`config.mk`:
```
export PLATFORM = sky130hd
export DESIGN_NAME = aidc_lite_block_collector_flat
export DESIGN_NICKNAME = d
export VERILOG_FILES = /design/src/rtl/aidc_lite_pkg.sv /design/src/rtl/aidc_lite_block_collector_if.sv /design/src/rtl/aidc_lite_word_bank.sv /design/src/rtl/aidc_lite_block_collector.sv /design/src/flat_wrapper.sv
export SDC_FILE = /design/constraint.sdc
export NUM_CORES = 1
export LEC_CHECK = 0
export CELL_PAD_IN_SITES_DETAIL_PLACEMENT = 0
export CELL_PAD_IN_SITES_GLOBAL_PLACEMENT = 1
export CORE_MARGIN = 2
export CORE_UTILIZATION = 49
export CTS_CLUSTER_SIZE = 25
export DETAILED_ROUTE_END_ITERATION = 12
export PLACE_DENSITY_LB_ADDON = 0.1
export SYNTH_ARGS = -nofsm -noshare
export SYNTH_HDL_FRONTEND = slang
export SYNTH_SLANG_ARGS = --single-unit
```
`constraint.sdc`:
```
create_clock -name clk -period 6.89 [get_ports clk]
set_clock_uncertainty 0.15 [all_clocks]
set_input_delay 0.689 -clock clk [delete_from_list [all_inputs] [get_ports clk]]
set_output_delay 0.689 -clock clk [all_outputs]
set_load 0.02 [all_outputs]
```
`src/rtl/aidc_lite_pkg.sv`:
```
// Shared constants and types for the AIDC-Lite block collector.
package aidc_lite_pkg;

    localparam int AIDC_WORD_W      = 64;
    localparam int AIDC_BLK_WORDS   = 8;
    localparam int AIDC_LIMIT_WORDS = 7;
    localparam int AIDC_IDX_W       = $clog2(AIDC_BLK_WORDS);

    typedef enum logic [1:0] {
        BANK_FREE,
        BANK_FILL,
        BANK_FULL,
        BANK_DRAIN
    } bank_state_t;

    typedef struct packed {
        logic [3:0] len;
        logic       fail;
    } bank_meta_t;

endpackage

```
`src/rtl/aidc_lite_block_collector_if.sv`:
```
// Packed-word input stream and valid/ready block output stream of the collector.
interface aidc_lite_block_collector_if;

    logic                                 valid_i;
    logic [aidc_lite_pkg::AIDC_WORD_W-1:0] data_i;
    logic                                 last_i;

    logic                                 out_valid_o;
    logic                                 out_ready_i;
    logic [aidc_lite_pkg::AIDC_WORD_W-1:0] out_data_o;
    logic [aidc_lite_pkg::AIDC_IDX_W-1:0]  out_idx_o;
    logic                                 out_last_o;
    logic                                 out_fail_o;

    modport slave (
        input  valid_i, data_i, last_i, out_ready_i,
        output out_valid_o, out_data_o, out_idx_o, out_last_o, out_fail_o
    );

    modport master (
        output valid_i, data_i, last_i, out_ready_i,
        input  out_valid_o, out_data_o, out_idx_o, out_last_o, out_fail_o
    );

endinterface

```
`src/rtl/aidc_lite_word_bank.sv`:
```
// One collector bank: 8x64 word storage (one write, one async read) plus block metadata.
module aidc_lite_word_bank
    import aidc_lite_pkg::*;
(
    input  logic                   clk,
    input  logic                   rst,
    input  logic                   wr_en,
    input  logic [AIDC_IDX_W-1:0]  wr_addr,
    input  logic [AIDC_WORD_W-1:0] wr_data,
    input  logic                   meta_we,
    input  bank_meta_t             meta_d,
    input  logic [AIDC_IDX_W-1:0]  rd_addr,
    output logic [AIDC_WORD_W-1:0] rd_data,
    output bank_meta_t             meta_q
);

    logic [AIDC_WORD_W-1:0] mem [AIDC_BLK_WORDS];

    always_ff @(posedge clk) begin
        if (wr_en) begin
            mem[wr_addr] <= wr_data;
        end
    end

    assign rd_data = mem[rd_addr];

    always_ff @(posedge clk) begin
        if (rst) begin
            meta_q <= '0;
        end else if (meta_we) begin
            meta_q <= meta_d;
        end
    end

endmodule

```
`src/rtl/aidc_lite_block_collector.sv`:
```
// Ping-pong block collector: fills two word banks alternately, drains over valid/ready.
// Optional AIDC_LITE_COLLECT_STATS_EN adds saturating block/drop statistics outputs.
//
// state      | meaning
// BANK_FREE  | empty, may take the next block
// BANK_FILL  | block mid-fill, words being written
// BANK_FULL  | block closed, waiting for the drain pointer
// BANK_DRAIN | beats being presented on the output
module aidc_lite_block_collector
    import aidc_lite_pkg::*;
#(
    parameter int WORD_W      = AIDC_WORD_W,
    parameter int BLK_WORDS   = AIDC_BLK_WORDS,
    parameter int LIMIT_WORDS = AIDC_LIMIT_WORDS
) (
    input  logic                            clk,
    input  logic                            rst,
    aidc_lite_block_collector_if.slave      bus,
    output logic                            ovf_o,
    output logic                            busy_o
`ifdef AIDC_LITE_COLLECT_STATS_EN
    ,
    output logic [31:0]                     stat_comp_o,
    output logic [31:0]                     stat_fail_o,
    output logic [15:0]                     stat_ovf_o
`endif
);

    localparam int                IDX_W     = $clog2(BLK_WORDS);
    localparam int                CNT_W     = IDX_W + 1;
    localparam logic [CNT_W-1:0]  CNT_FULL  = CNT_W'(BLK_WORDS);
    localparam logic [3:0]        LIMIT_LEN = 4'(LIMIT_WORDS);

    bank_state_t        bank_state     [2];
    bank_state_t        bank_state_nxt [2];
    bank_meta_t         meta_q         [2];
    logic [WORD_W-1:0]  rd_data        [2];

    logic               fill_bank;
    logic               drain_bank;
    logic               dropping;
    logic [CNT_W-1:0]   wr_idx;
    logic [IDX_W-1:0]   rd_idx;

    logic               handshake;
    logic               final_hs;
    logic               fill_busy;
    logic               first_beat;
    logic               accept_first;
    logic               drop_first;
    logic               beat_acc;
    logic               overrun;
    logic               close_blk;
    logic [3:0]         close_len;
    bank_meta_t         close_meta;

    logic               out_valid;
    bank_state_t        dr_state;
    bank_meta_t         dr_meta;

    assign handshake  = out_valid & bus.out_ready_i;
    assign final_hs   = handshake & bus.out_last_o;

    // A bank whose final beat leaves this cycle counts as free for a new block.
    assign fill_busy    = (bank_state[fill_bank] == BANK_FILL);
    assign first_beat   = bus.valid_i & ~dropping & ~fill_busy;
    assign accept_first = first_beat & ((bank_state[fill_bank] == BANK_FREE) |
                                        (final_hs & (drain_bank == fill_bank)));
    assign drop_first   = first_beat & ~accept_first;
    assign beat_acc     = bus.valid_i & ~dropping & (fill_busy | accept_first);
    assign close_blk    = beat_acc & bus.last_i;

    // wr_idx parks at BLK_WORDS once the bank is full; further beats only mark the overrun.
    assign overrun    = (wr_idx == CNT_FULL);
    assign close_len  = overrun ? 4'(BLK_WORDS) : 4'(wr_idx) + 4'd1;

    always_comb begin
        close_meta      = '0;
        close_meta.len  = close_len;
        close_meta.fail = overrun | (close_len > LIMIT_LEN);
    end

    for (genvar b = 0; b < 2; b++) begin : g_bank
        aidc_lite_word_bank u_bank (
            .clk     (clk),
            .rst     (rst),
            .wr_en   (beat_acc & ~overrun & (fill_bank == 1'(b))),
            .wr_addr (wr_idx[IDX_W-1:0]),
            .wr_data (bus.data_i),
            .meta_we (close_blk & (fill_bank == 1'(b))),
            .meta_d  (close_meta),
            .rd_addr (rd_idx),
            .rd_data (rd_data[b]),
            .meta_q  (meta_q[b])
        );
    end

    always_ff @(posedge clk) begin
        if (rst) begin
            fill_bank  <= 1'b0;
            drain_bank <= 1'b0;
            dropping   <= 1'b0;
            wr_idx     <= '0;
            rd_idx     <= '0;
            ovf_o      <= 1'b0;
        end else begin
            if (drop_first) begin
                ovf_o <= 1'b1;
            end
            if (bus.valid_i & bus.last_i) begin
                dropping <= 1'b0;
            end else if (drop_first) begin
                dropping <= 1'b1;
            end

            if (close_blk) begin
                wr_idx    <= '0;
                fill_bank <= ~fill_bank;
            end else if (beat_acc & ~overrun) begin
                wr_idx <= wr_idx + CNT_W'(1);
            end

            if (final_hs) begin
                rd_idx     <= '0;
                drain_bank <= ~drain_bank;
            end else if (handshake) begin
                rd_idx <= rd_idx + IDX_W'(1);
            end
        end
    end

    always_ff @(posedge clk) begin
        if (rst) begin
            bank_state[0] <= BANK_FREE;
            bank_state[1] <= BANK_FREE;
        end else begin
            bank_state[0] <= bank_state_nxt[0];
            bank_state[1] <= bank_state_nxt[1];
        end
    end

    always_comb begin
        for (int b = 0; b < 2; b++) begin
            bank_state_nxt[b] = bank_state[b];
            if ((bank_state[b] == BANK_FULL) && (drain_bank == 1'(b))) begin
                bank_state_nxt[b] = BANK_DRAIN;
            end
            if (final_hs && (drain_bank == 1'(b))) begin
                bank_state_nxt[b] = BANK_FREE;
            end
            if (beat_acc && (fill_bank == 1'(b))) begin
                bank_state_nxt[b] = bus.last_i ? BANK_FULL : BANK_FILL;
            end
        end
    end

    // Outputs decode registered state only, so they hold while the sink stalls.
    always_comb begin
        dr_state        = bank_state[drain_bank];
        dr_meta         = meta_q[drain_bank];
        out_valid       = (dr_state == BANK_FULL) | (dr_state == BANK_DRAIN);
        bus.out_valid_o = out_valid;
        bus.out_fail_o  = out_valid & dr_meta.fail;
        bus.out_last_o  = out_valid & (dr_meta.fail | (4'(rd_idx) == dr_meta.len - 4'd1));
        bus.out_data_o  = (out_valid & ~dr_meta.fail) ? rd_data[drain_bank] : '0;
        bus.out_idx_o   = rd_idx;
        busy_o          = (bank_state[0] != BANK_FREE) | (bank_state[1] != BANK_FREE);
    end

`ifdef AIDC_LITE_COLLECT_STATS_EN
    always_ff @(posedge clk) begin
        if (rst) begin
            stat_comp_o <= '0;
            stat_fail_o <= '0;
            stat_ovf_o  <= '0;
        end else begin
            if (final_hs && !bus.out_fail_o && !(&stat_comp_o)) begin
                stat_comp_o <= stat_comp_o + 32'd1;
            end
            if (final_hs && bus.out_fail_o && !(&stat_fail_o)) begin
                stat_fail_o <= stat_fail_o + 32'd1;
            end
            if (drop_first && !(&stat_ovf_o)) begin
                stat_ovf_o <= stat_ovf_o + 16'd1;
            end
        end
    end
`endif

endmodule

```
`src/flat_wrapper.sv`:
```
// flat-port wrapper written by rule: the top's interface ports become plain ports
module aidc_lite_block_collector_flat import aidc_lite_pkg::*;
#(
    parameter int WORD_W      = AIDC_WORD_W,
    parameter int BLK_WORDS   = AIDC_BLK_WORDS,
    parameter int LIMIT_WORDS = AIDC_LIMIT_WORDS
)
  (clk, rst, ovf_o, busy_o, bus_valid_i, bus_data_i, bus_last_i, bus_out_ready_i, bus_out_valid_o, bus_out_data_o, bus_out_idx_o, bus_out_last_o, bus_out_fail_o);
  aidc_lite_block_collector_if bus_i ();
  input  logic clk;
  input  logic rst;
  output logic ovf_o;
  output logic busy_o;
  input wire logic [$bits(bus_i.valid_i)-1:0] bus_valid_i;
  input wire logic [$bits(bus_i.data_i)-1:0] bus_data_i;
  input wire logic [$bits(bus_i.last_i)-1:0] bus_last_i;
  input wire logic [$bits(bus_i.out_ready_i)-1:0] bus_out_ready_i;
  output wire logic [$bits(bus_i.out_valid_o)-1:0] bus_out_valid_o;
  output wire logic [$bits(bus_i.out_data_o)-1:0] bus_out_data_o;
  output wire logic [$bits(bus_i.out_idx_o)-1:0] bus_out_idx_o;
  output wire logic [$bits(bus_i.out_last_o)-1:0] bus_out_last_o;
  output wire logic [$bits(bus_i.out_fail_o)-1:0] bus_out_fail_o;
  assign bus_i.valid_i = bus_valid_i;
  assign bus_i.data_i = bus_data_i;
  assign bus_i.last_i = bus_last_i;
  assign bus_i.out_ready_i = bus_out_ready_i;
  assign bus_out_valid_o = bus_i.out_valid_o;
  assign bus_out_data_o = bus_i.out_data_o;
  assign bus_out_idx_o = bus_i.out_idx_o;
  assign bus_out_last_o = bus_i.out_last_o;
  assign bus_out_fail_o = bus_i.out_fail_o;
  aidc_lite_block_collector #(.WORD_W(WORD_W), .BLK_WORDS(BLK_WORDS), .LIMIT_WORDS(LIMIT_WORDS)) u_core (.clk(clk), .rst(rst), .bus(bus_i), .ovf_o(ovf_o), .busy_o(busy_o));
endmodule
```
==> impl_metrics.tcl <==
set metrics [dict create \
    drive_above_1_share_pct 27.65 \
    r2r-end "u_core.g_bank[1].u_bank.mem[2][36]" \
    dp_hpwl_um 45360 \
    antenna_found_initial 5 \
    syn-instance-count 1677 \
    grt_usage_pct 20.52 \
    syn_area_per_cell_um2 24.00 \
    hold_viol_final 0 \
    grt_start_max_net_pins 97 \
    vias_per_cell 5.890 \
    dr_total_vias 17870 \
    area_delta_synth_final_pct 16.00 \
    synth_fp_nets 1754 \
    cts_tree "done" \
    overflow 0 \
    rows 105 \
    synth_edf_count 1024 \
    grt_setup_unrepaired "no" \
    dr.pass1.iters 5 \
    cp-start-kind "register" \
    die_y_um 290.6 \
    wirelength_um 85380 \
    crit_required_ns 6.05 \
    worstHoldStart "u_core.ovf_o" \
    clock_sinks 1052 \
    synth_area_um2 40240 \
    diodes 0 \
    clkLatencyLatePin_ns 0.65 \
    ys_ff_latch 1052 \
    pin_count 141 \
    cts_hold_buffers 0 \
    period_needed_ns 4.858 \
    cts_max_level 3 \
    die-area_um2 84430 \
    mostFrequentLayoutCell "edfxtp_1" \
    coreArea_um2 81720 \
    min_path_type "reg2reg" \
    drv_cap 0 \
    cp.arrival_ns 4.02 \
    worstSetupEndpointType "output port" \
    fin_tns_setup_ns 0 \
    ant_nets 0 \
    r2r-start "u_core.drain_bank" \
    ys_types 43 \
    cts_buffers 107 \
    post_cts_buffers 0 \
    drc 0 \
    final_max_slew_viol_count 0 \
    r2r_cells 8 \
    vdd_drop_max_mv 0.2062 \
    drtIter0Drc 1561 \
    grt_first_pass_wirelength_um 127200 \
    min_to "u_core.ovf_o" \
    slew_headroom_pct 22.06 \
    postPlaceCellArea_um2 43190 \
    yosysSeqAreaShare_pct 77.81 \
    finalCritPeriodShare_pct 70.51 \
    whs_path_depth 2 \
    status "finished, final reports clean" \
    async_flop_share_pct 0 \
    grt_pass1_vias 18960 \
    power_density_nw_per_um2 289.5 \
    port_buffers 140 \
    clockRootBuffer "clkbuf_16" \
    hold_slack_ns 0.3123 \
    path_class "reg2out" \
    worst_slack_ns 2.032 \
    path_max_fanout 43 \
    wl_per_cell_um 28.14 \
    ctsResizeCount 0 \
    yosys_most_used_dff "edfxtp_1" \
    setup_viol 0 \
    dp.cells 2837 \
    pre_cts_slack_ns 2.094 \
    instances_no_fill 3034 \
    start_util_pct 49.24 \
    regToRegSetupSlack_ns 2.18 \
    max_freq_ghz 0.2059 \
    die_w_um 290.6 \
    layout.nets 1953 \
    final_cell_mix "edfxtp_1, mux4_2, clkdlybuf4s50_1" \
    max_slew.worst_pin.slew_ns 1.165 \
    total_power_mw 13.52 \
    clockBufferDepth 3 \
    fin_util_pct 57.12 \
    yosysWarnings 0 \
    power_leakage_nw 13.95 \
    routabilityCongestion 0.7186 \
    clk_pin_slew_worst_paths_ns 0.06 \
    final_area_um2 46680 \
]
kinds of logic after synthesis:
family,synth area share [%]
xor+xnor,0.1306
fa+ha+maj,0.2488
simple gates,2.009
compound gates,0.6219
buf+inv,1.004
mux,18.18
flops,77.81
worst max-delay path: stages, from the launching register on:
cell	delay [ns]
dfxtp_4	0.36
buf_4	0.73
buf_4	0.77
mux4_2	0.70
nor2b_1	0.18
clkdlybuf4s50_1	0.57
cells in the mapped netlist (4+ instances only):
library cell / number / area (um2)
nand2b_1: 7 / 43.79
or4_1: 4 / 30.03
edfxtp_1: 1024 / 30750
inv_1: 9 / 33.78
buf_2: 20 / 100.1
a21oi_1: 13 / 65.06
ha_1: 8 / 100.1
nor2b_1: 64 / 400.4
mux2i_1: 7 / 70.07
mux4_2: 320 / 7207
nand2_1: 13 / 48.80
xor2_1: 4 / 35.03
buf_1: 11 / 41.29
dfxtp_1: 28 / 560.5
nor2_1: 31 / 116.4
nand3_1: 8 / 40.04
o21ai_0: 8 / 40.04
nor3_1: 6 / 30.03
a211oi_1: 4 / 30.03
clkbuf_1: 55 / 206.5
worst max path at each step:
stage                      start                                  to  slack, ns  cells after the start
4_1_cts        u_core.drain_bank                  bus_out_data_o[20]       1.91                      5
3_5_place_dp   u_core.drain_bank  u_core.g_bank[1].u_bank.mem[2][38]       2.09                      8
5_1_grt                 register                  bus_out_data_o[34]       1.79                      5
2_1_floorplan  u_core.drain_bank   u_core.g_bank[1].u_bank.mem[1][0]        1.0                     11
6_report       u_core.drain_bank                  bus_out_data_o[50]       2.03                      5
3_3_place_gp   u_core.drain_bank  u_core.g_bank[1].u_bank.mem[2][38]       2.10                      8
layout make-up:
class | count | area (um2)
Fill cell | 5957 | 35040
Sequential cell | 1052 | 31330
Inverter | 9 | 33.78
Tap cell | 1070 | 1339
Multi-Input combinational cell | 528 | 8663
Timing Repair Buffer | 178 | 1824
Clock buffer | 126 | 2770
Clock inverter | 71 | 724.4
state kept, by name, summed over array words and instances, names as in the netlist, named ones only:
name and flops:
u_core.g_bank.u_bank.meta_q 8, u_core.g_bank.u_bank.mem 1024, u_core.dropping 1, u_core.fill_bank 1
u_core.wr_idx 4, u_core.drain_bank 1, u_core.bank_state 4, u_core.bus.out_idx_o 3
u_core.ovf_o 1
report_power, final:
group	switching (mW)	internal, mW	leakage, nW
clock network	2.37	3.36	1.68
registers	0.0331	7.11	9.47
logic	0.351	0.295	2.80
total	2.75	10.8	14.0
layer usage:
metal	vias up	track usage (%)	part of all wire (%)
met5	-	0	0.027
met4	4	5.030	1.9
met3	116	2.776	3.9
met2	408	33.99	50
met1	9751	29.32	44
li1	7590	-	-
Power figures use the tool's default switching activity.
